--- src/rtl/register_file_pkg.sv ---
// Shared definitions for the general-purpose register file:
// write-port operation encodings and the address-width helper.
package register_file_pkg;

  typedef enum logic [1:0] {
    OP_LOAD = 2'b00,
    OP_INC  = 2'b01,
    OP_DEC  = 2'b10,
    OP_CLR  = 2'b11
  } op_e;

  // Width of an index into a bank of n entries; never narrower than one bit.
  function automatic int unsigned addr_width(input int unsigned n);
    if (n > 1) begin
      return int'($clog2(n));
    end
    return 1;
  endfunction

endpackage

--- src/rtl/register_file_read_port.sv ---
// One combinational read port: selects a word from the flattened storage,
// forcing zero for out-of-range addresses or a deasserted output enable.
module register_file_read_port
  import register_file_pkg::*;
#(
  parameter int unsigned p_data_width = 8,
  parameter int unsigned p_reg_count  = 4,
  localparam int unsigned l_addr_width = addr_width(p_reg_count)
) (
  input  logic [p_reg_count*p_data_width-1:0] i_w_regs,
  input  logic [l_addr_width-1:0]             i_w_raddr,
  input  logic                                i_w_oe,
  output logic [p_data_width-1:0]             o_w_out
);

  logic [p_data_width-1:0] sel_word;

  // Comparing against every legal index doubles as the range check.
  always_comb begin
    sel_word = '0;
    for (int unsigned i = 0; i < p_reg_count; i++) begin
      if (i_w_raddr == l_addr_width'(i)) begin
        sel_word = i_w_regs[i*p_data_width +: p_data_width];
      end
    end
  end

  assign o_w_out = i_w_oe ? sel_word : '0;

endmodule

--- src/rtl/register_file.sv ---
// General-purpose register bank: one load/inc/dec/clear write port, two gated
// combinational read ports, a registered wrap flag and an optional debug view.
module register_file
  import register_file_pkg::*;
#(
  parameter int unsigned p_data_width = 8,
  parameter int unsigned p_reg_count  = 4,
  localparam int unsigned l_addr_width = addr_width(p_reg_count)
) (
  input  logic                    i_w_clk,
  input  logic                    i_w_reset,
  input  logic                    i_w_we,
  input  logic [l_addr_width-1:0] i_w_waddr,
  input  logic [1:0]              i_w_op,
  input  logic [p_data_width-1:0] i_w_in,
  input  logic [l_addr_width-1:0] i_w_raddr_a,
  input  logic                    i_w_oe_a,
  output logic [p_data_width-1:0] o_w_out_a,
  input  logic [l_addr_width-1:0] i_w_raddr_b,
  input  logic                    i_w_oe_b,
  output logic [p_data_width-1:0] o_w_out_b,
  output logic                    o_w_wrap
`ifdef DEBUG
  ,
  output logic [p_reg_count*p_data_width-1:0] o_w_disp_out
`endif
);

  typedef logic [p_data_width-1:0] word_t;

  word_t                               regs_q [p_reg_count];
  logic [p_reg_count*p_data_width-1:0] regs_flat;
  logic                                wr_hit;
  logic                                wr_exec;
  word_t                               cur_val;
  word_t                               nxt_val;
  logic                                wrap_d;
  logic                                wrap_q;

  // Write-address decode; an address with no matching register is ignored.
  always_comb begin
    wr_hit  = 1'b0;
    cur_val = '0;
    for (int unsigned i = 0; i < p_reg_count; i++) begin
      if (i_w_waddr == l_addr_width'(i)) begin
        wr_hit  = 1'b1;
        cur_val = regs_q[i];
      end
    end
  end

  assign wr_exec = i_w_we & wr_hit;

  always_comb begin
    nxt_val = '0;
    wrap_d  = 1'b0;
    unique case (op_e'(i_w_op))
      OP_LOAD: nxt_val = i_w_in;
      OP_INC: begin
        nxt_val = cur_val + word_t'(1);
        wrap_d  = &cur_val;
      end
      OP_DEC: begin
        nxt_val = cur_val - word_t'(1);
        wrap_d  = ~|cur_val;
      end
      OP_CLR:  nxt_val = '0;
      default: nxt_val = '0;
    endcase
  end

  // Reset wins over a same-cycle write; the wrap flag only moves on executed ops.
  always_ff @(posedge i_w_clk) begin
    if (i_w_reset) begin
      for (int unsigned i = 0; i < p_reg_count; i++) begin
        regs_q[i] <= '0;
      end
      wrap_q <= 1'b0;
    end else if (wr_exec) begin
      for (int unsigned i = 0; i < p_reg_count; i++) begin
        if (i_w_waddr == l_addr_width'(i)) begin
          regs_q[i] <= nxt_val;
        end
      end
      wrap_q <= wrap_d;
    end
  end

  for (genvar g = 0; g < p_reg_count; g++) begin : g_flat
    assign regs_flat[g*p_data_width +: p_data_width] = regs_q[g];
  end

  register_file_read_port #(
    .p_data_width(p_data_width),
    .p_reg_count (p_reg_count)
  ) u_read_a (
    .i_w_regs (regs_flat),
    .i_w_raddr(i_w_raddr_a),
    .i_w_oe   (i_w_oe_a),
    .o_w_out  (o_w_out_a)
  );

  register_file_read_port #(
    .p_data_width(p_data_width),
    .p_reg_count (p_reg_count)
  ) u_read_b (
    .i_w_regs (regs_flat),
    .i_w_raddr(i_w_raddr_b),
    .i_w_oe   (i_w_oe_b),
    .o_w_out  (o_w_out_b)
  );

  assign o_w_wrap = wrap_q;

`ifdef DEBUG
  assign o_w_disp_out = regs_flat;
`endif

endmodule

--- config.mk ---
export PLATFORM = sky130hd
export DESIGN_NAME = register_file
export DESIGN_NICKNAME = d
export VERILOG_FILES = /design/src/rtl/register_file_pkg.sv /design/src/rtl/register_file_read_port.sv /design/src/rtl/register_file.sv
export SDC_FILE = /design/constraint.sdc
export NUM_CORES = 1
export LEC_CHECK = 0
export CAP_MARGIN = 0
export CORE_ASPECT_RATIO = 0.75
export CORE_MARGIN = 2
export CORE_UTILIZATION = 50
export CTS_CLUSTER_DIAMETER = 100
export DETAILED_ROUTE_END_ITERATION = 8
export PLACE_DENSITY = 0.75
export REMOVE_ABC_BUFFERS = 1
export SLEW_MARGIN = 20
export SYNTH_ARGS = -nofsm -noshare
export SYNTH_HDL_FRONTEND = slang
export SYNTH_HIERARCHICAL = 1
export SYNTH_SLANG_ARGS = --single-unit
--- constraint.sdc ---
create_clock -name i_w_clk -period 5.1 [get_ports i_w_clk]
set_input_delay 1.02 -clock i_w_clk [delete_from_list [all_inputs] [get_ports i_w_clk]]
set_output_delay 1.02 -clock i_w_clk [all_outputs]
set_load 0.01 [all_outputs]
---- After elaboration in Yosys (flattened, before gate mapping) ----
Memories as Yosys holds them, arrays and structs flattened.
Cells that the tools add are included.
storage, ports and cells
  word-level logic and storage cells ...... 69
  memory bits (writable) .................. 32
  register bits ........................... 1
  memories ................................ 1
memories
  memory  words  width  read ports  clocked after memory_dff  wr ports  line                 text
  regs_q  4      8      4           0                         4         register_file.sv:31  word_t regs_q [p_reg_count];
cells by class
  bitwise operators ....................... 5
  reductions and logical operators ........ 7
  equal/unequal tests ..................... 12
  $add $sub $neg .......................... 2
  muxes and demuxes ....................... 41
operator list
  cell                                              count
  2-to-1 mux 8 bit                                  18
  one-hot mux 8 bit (4 select lines)                1
  2-to-1 mux 1 bit                                  21
  == test 2 bit, second input constant              8
  adder 8 x 1 -> 8 bit, second input constant       1
  == test 2 x 1 -> 1 bit, second input constant     4
  logical NOT 2 bit                                 4
  AND reduction 8 bit                               1
  OR reduction 8 bit                                1
  subtractor 8 x 1 -> 8 bit, second input constant  1
  bitwise OR 1 bit                                  4
  one-hot mux 1 bit (2 select lines)                1
  AND 1 bit                                         1
  logical NOT 1 bit                                 1

---- Logic depth before layout (Yosys ltp) ----
  depth after elaboration ................. 10
  gate-level depth with buffers ........... 9
  gate-level depth less buffers ........... 8

---- Modules after synthesis ----
Netlist, hierarchy kept.
modules (own cells, without submodules)
  module                   cells an instance  instances  area an instance (sq um)
  register_file            185                1          2055.7
  register_file_read_port  29                 2          255.2

---- Worst setup path before layout ----
No wires, ideal clock.
  path kind ............................... input -> register
  start ................................... in i_w_waddr[0]
  end ..................................... mem regs_q[1][7] (netlist bit), data pin
  arrival time ............................ 3.270 ns
  cell stages on the path ................. 9
  path buffers ............................ 2
  library setup time ...................... 0.266 ns
  setup slack ............................. 1.564 ns
  required time ........................... 4.834 ns
  path through ............................ buf_2 > mux4_2 > ha_1 > clkbuf_2 > a21o_1 > a211oi_1 > or4_1 > a32oi_2 > nor2_1
RTL lines
  what                line                 text
  start: declaration  register_file.sv:13  input logic [l_addr_width-1:0] i_w_waddr,
  end: declaration    register_file.sv:31

==> flow_metrics.tcl <==
set metrics [dict create \
    dpl_cell_area_sq_um 2917 \
    area_growth_pct 16.87 \
    pre_cts_ws_ps 519.3 \
    final_cell_area_sq_um 2999 \
    drive_gt1_share_pct 6.569 \
    synth_simple_gate_area_share_pct 15.50 \
    max-cap-violations 0 \
    diodes 0 \
    drt_iter0_drc 198 \
    place.gp.congestion 1.017 \
    skew_ps 5.507 \
    viasPerCell 6.356 \
    syn_area_sq_um 2566 \
    ant_nets 0 \
    hp-class "reg -> reg" \
    grt_pass1_vias 2041 \
    core-area_sq_um 4927 \
    path_clk_slew_ps 60 \
    grt_pass1_wl_mm 10.49 \
    die-area_sq_um 5727 \
    yosysUniqueCellTypes 45 \
    grt_use_met1_pct 33.89 \
    clock_sinks 33 \
    critPathRequiredTime_ps 5120 \
    die_y_um 66.04 \
    fin_ws_ps 817.6 \
    nNetsFinal 305 \
    start_util_pct 52.08 \
    finalSetupTns_ps 0 \
    synth_xor_area_share_pct 1.365 \
    fin_crit_sh_pct 83.97 \
    yosysSeqAreaShare_pct 38.23 \
    power.density_nw_per_um2 236.2 \
    yosys_warnings 6 \
    synth_compound_area_share_pct 15.02 \
    end_kind "register" \
    clockPowerShare_pct 26.9 \
    die_w_um 86.73 \
    p_switching_w 0.0002159 \
    synth_ff_type "edfxtp_1" \
    ys_ff_latch 33 \
    cts_hold_buffers 0 \
    synth_mux_area_share_pct 19.65 \
    clock_latency_ps 290 \
    grt_max_degree 17 \
    cp-start-kind "input pin" \
    wl_per_cell_um 19.97 \
    drtPass1Iterations 4 \
    slew_headroom_pct 50.49 \
    post-cts-setup-buffers 0 \
    avgSynthCellArea_sq_um 10.56 \
    synth_edf_count 32 \
    cts_root_buf "clkbuf_8" \
    cts_buffers 5 \
    yosys.area.top_type_share_pct 37.45 \
    regToRegSetupSlack_ps 2200 \
    pin_count 38 \
    place_hpwl_mm 4.832 \
    cp_max_fo 14 \
    status "finished, final reports clean" \
    grt_remaining_overflow 0 \
    grt_use_met2_pct 41.06 \
    fillerInstances 422 \
    syn_inst 243 \
    post-route-util_pct 60.87 \
    cts_tree "built" \
    cp.arrival_ps 4300 \
    cts_buffer_depth 2 \
    setup_viol 0 \
    tightestPinTransition_ps 740.3 \
    worst-setup-path-type "in -> reg" \
    port_buffers 37 \
    ir_worst_vdd_mv 0.1125 \
    fmax_mhz 233.5 \
    grtUsageTotal_pct 24.78 \
    routed_wl_mm 6.669 \
    period_minus_slack_ps 4282 \
    finalMaxSlewViolations 0 \
    synth_fa_ha_area_share_pct 5.656 \
    synth_top_area_cell "edfxtp_1" \
    p_comb_share_pct 27.4 \
    antenna_found_initial 0 \
    grtUsageMet3_pct 4.619 \
    synth_top_family_by_area "multiplexers" \
    cts_max_level 2 \
    p_seq_share_pct 45.7 \
    yosys-top-cells-area "edfxtp_1, mux2i_1, mux4_2, ha_1, nor2_1" \
    internal_power_w 0.0004924 \
    finalHoldViolCount 0 \
    power_leakage_nw 1.187 \
    gr-max-usage-layer "met2" \
    cts_resized 0 \
    drcViolationCount 0 \
    rsz0062_at_grt "no" \
    switching_share_pct 30.49 \
    synthArstFlopShare_pct 0 \
    num_vias 2123 \
    rows 22 \
]
==> power by group through the flow <==
stage               sequential (W)  combinational [W]  clock, W
floorplan                 0.000325           0.000116         0
global placement          0.000329           0.000189         0
detailed placement        0.000329           0.000191         0
CTS                       0.000323           0.000193  0.000190
global route              0.000326           0.000211  0.000203
finish                    0.000324           0.000194  0.000190
==> registers in the layout, summed over array words and instances, names as in the netlist <==
register / flops
o_w_wrap: 1
regs_q: 32
==> critical path: stages <==
cell and delay [ps]:
clkdlybuf4s50_1 950, mux4_2 620, ha_1 570, a31oi_1 190
or4_1 550, a32oi_2 330, nor2_1 70
==> layer usage <==
metal	wire length, um	part of all wire [%]	vias up
met5	0	0	-
met4	58	0.87	0
met3	579	8.7	7
met2	3183	48	91
met1	2847	43	1008
li1	-	-	1017
==> cell usage in the layout, fill, tap and decap left out, types with 3 or more instances in the layout <==
cell type        Yosys  final
o211ai_1             5      5
clkbuf_8             0      5
a22oi_1              3      3
ha_1                10     10
or3_1                4      4
edfxtp_1            32     32
o21bai_1             4      4
clkdlybuf4s50_1      0     37
mux2i_1             32     32
a21oi_1              5      5
o22ai_1             16     16
a211o_1              4      4
nor2b_1              4      4
nand3_1             11     11
mux4_2               7      7
nand2_1             14     14
nor2_1              29     29
nand2b_1             3      3
a21o_1               7      7
nor3_1              10     10
==> per-stage QoR <==
stage	cells	power (W)	hold slack, ps
3_3_place_gp	326	0.0005175	424.2
5_1_grt	334	0.0007394	491.2
3_5_place_dp	326	0.0005207	436.8
4_1_cts	334	0.0007058	448.6
2_1_floorplan	227	0.0004413	462.5
6_report	334	0.0007083	444.9
==> path summary, 6_finish.rpt <==
check,start,endpoint,cells past startpoint
max reg2reg,regs_q[2][5],regs_q[2][7],6
min,o_w_wrap,o_w_wrap,2
max,i_w_waddr[0],regs_q[2][7],7
min reg2reg,o_w_wrap,o_w_wrap,2
==> synth_stat cells, drive strengths merged (2+ instances only) <==
| library cell | number |
|---|---|
| clkbuf | 8 |
| nor2b | 4 |
| ha | 10 |
| or3 | 4 |
| a211o | 4 |
| inv | 2 |
| o22ai | 16 |
| mux2i | 32 |
| nand4 | 2 |
| nand2 | 14 |
| nor2 | 29 |
| o21bai | 4 |
| nor3 | 10 |
| a21oi | 5 |
| nand3 | 11 |
| nand2b | 3 |
| o211ai | 5 |
| edfxtp | 32 |
| xnor2 | 2 |
| a21o | 7 |
| mux4 | 8 |
| a22oi | 3 |
| and2 | 2 |
| buf | 8 |
| a31oi | 2 |
| xor2 | 2 |
==> layout make-up <==
class	count	area [sq um]	area share [%]
timing repair buffer	39	385.4	12.85
clock inverter	2	10.01	0.3338
clock buffer	6	72.57	2.420
sequential	33	980.9	32.71
tap	60	75.07	2.503
inverter	2	7.507	0.2503
multi-input combinational	192	1468	48.94
==> cells by family after synthesis <==
family          Yosys count
simple gates             84
flops                    33
xor+xnor                  4
compound gates           53
mux                      40
fa+ha+maj                11
buf+inv                  18
No activity file was read; power rests on OpenSTA's default activity.
==> edit, RTL diff (same settings) <==
`p_reg_count` is set to 4 in 2 places; all go to 2.
--- a/src/rtl/register_file_read_port.sv
+++ b/src/rtl/register_file_read_port.sv
@@ -4,7 +4,7 @@
   import register_file_pkg::*;
 #(
   parameter int unsigned p_data_width = 8,
-  parameter int unsigned p_reg_count  = 4,
+  parameter int unsigned p_reg_count  = 2,
   localparam int unsigned l_addr_width = addr_width(p_reg_count)
 ) (
   input  logic [p_reg_count*p_data_width-1:0] i_w_regs,
--- a/src/rtl/register_file.sv
+++ b/src/rtl/register_file.sv
@@ -4,7 +4,7 @@
   import register_file_pkg::*;
 #(
   parameter int unsigned p_data_width = 8,
-  parameter int unsigned p_reg_count  = 4,
+  parameter int unsigned p_reg_count  = 2,
   localparam int unsigned l_addr_width = addr_width(p_reg_count)
 ) (
   input  logic                    i_w_clk,
Interface: changed (resized i_w_raddr_a, i_w_raddr_b and i_w_waddr); port bits go from 38 to 35. The function was not compared with the original's and may differ.
==> edit against the original RTL <==
Sequential cell count fell by 16. Total power decreased by 43%. Global-route usage shrank 2.9 points. Clock skew shrank 1.1 ps. Design area decreased by 38%. Worst setup slack improved by 640 ps. Wire length is 48% lower. Final cell count is 35% lower. Sequential share of layout area down 5.8 points. Die area shrank 41%. Synthesized area is 43% lower. Highest routed layer unchanged. Hold slack gained 29 ps. Critical path depth fell by 3.
==> edit: results (changes against the original RTL) <==
Setup path
  – Critical Path Start: i_w_raddr_a
  – Worst reg-to-reg setup slack: 2730 ps (+530 ps)
  – R2R Path End: regs_q[0][14]
  – Crit Path Max Fanout: 8 (-6)
  – CP max stage delay: 760 ps (-190 ps)
  – R2R Path Start: regs_q[0][2]

Power
  – Net switching power figure: 118.9 uW (-45%)
  – VDD IR max: 0.00009965 V (-11%)
  – Power Sequential: 180 uW (-44%)
  – Cell leakage power: 0.0007391 uW (-38%)

Yosys
  – Commonest cells in the netlist: nor2b_1, mux2i_1, edfxtp_1
  – Multiplexer share of the synthesized area: 15.46% (-4.2 points)
  – Post-synth EDFFs: 16 (-50%)
  – Post-Synth Adder-Cell Area: 7.686% (+2.0 points)
  – Yosys cell types: 30 (-33%)
  – Top cells by area, synth: edfxtp_1, mux2i_1, nor2b_1

Timing
  – Final min period: 3640 ps (-641.9 ps)
  – Rel. slew slack: 67.36% (+17 points)
  – Worst hold slack: 473.9 ps (+28.99 ps)
  – Setup Skew: 4.450 ps (-1.057 ps)

Detailed routing
  – Met3 wire length: 251 um (-57%)
  – WL/cell: 15.90 um (-20%)

Layout
  – Largest register FFs: 16 (-50%)
  – Layout cell share with drive strength beyond 1: 4.972% (-1.6 points)
  – Finished Cell Area: 0.001858 mm2 (-38%)

Global routing
  – Vias in the first global route: 1174 (-42%)
  – Met3 Resource Use GR: 2.203% (-2.4 points)
  – Gr usage total: 21.84% (-2.9 points)
  – First-pass GRT wire length: 5561 um (-47%)

Clock network
  – H-Tree Depth: 1 (-1)
  – CTS Buf Count: 3 (-2)

Outcome
  – Status: completed

Place
  – Pre-CTS WS: 1320 ps (+801.2 ps)
  – GPL Wtd Cong: 0.9242 (-9.2%)
  – PortBufs: 34 (-8.1%)
## edit: cell types whose count changed after synthesis, sizes merged, moves of 8 or more
cell / delta
nor2b: +16
mux2i: -15
mux4: -8
o22ai: -14
nand3: -8
edfxtp: -16
nor2: -22
nor3: -10
## edit: worst reg2reg max path, delay by kind of cell, from the launching register on
kind,cells,cell delay (ps)
xor gates and xnor gates,1,90
muxes,1,310
DFF,1,470
AOI/OAI and AO/OA,4,920
adders and majority gates,1,340
## edit: cell type report
cell class,instances,area (um2)
clock buffers,4,45.04
inverters,4,15.01
fillers,224,844.6
well taps,36,45.04
multi-input cells,122,912.1
flip-flops and latches,17,500.5
repair buffers,34,340.3
## edit: through the flow
step                      instances  utilization, %
after floorplan                 143               -
after global placement          213           67.08
after detailed placement        213           67.08
after CTS                       217           68.75
after global routing            217           68.75
final                           217           68.75
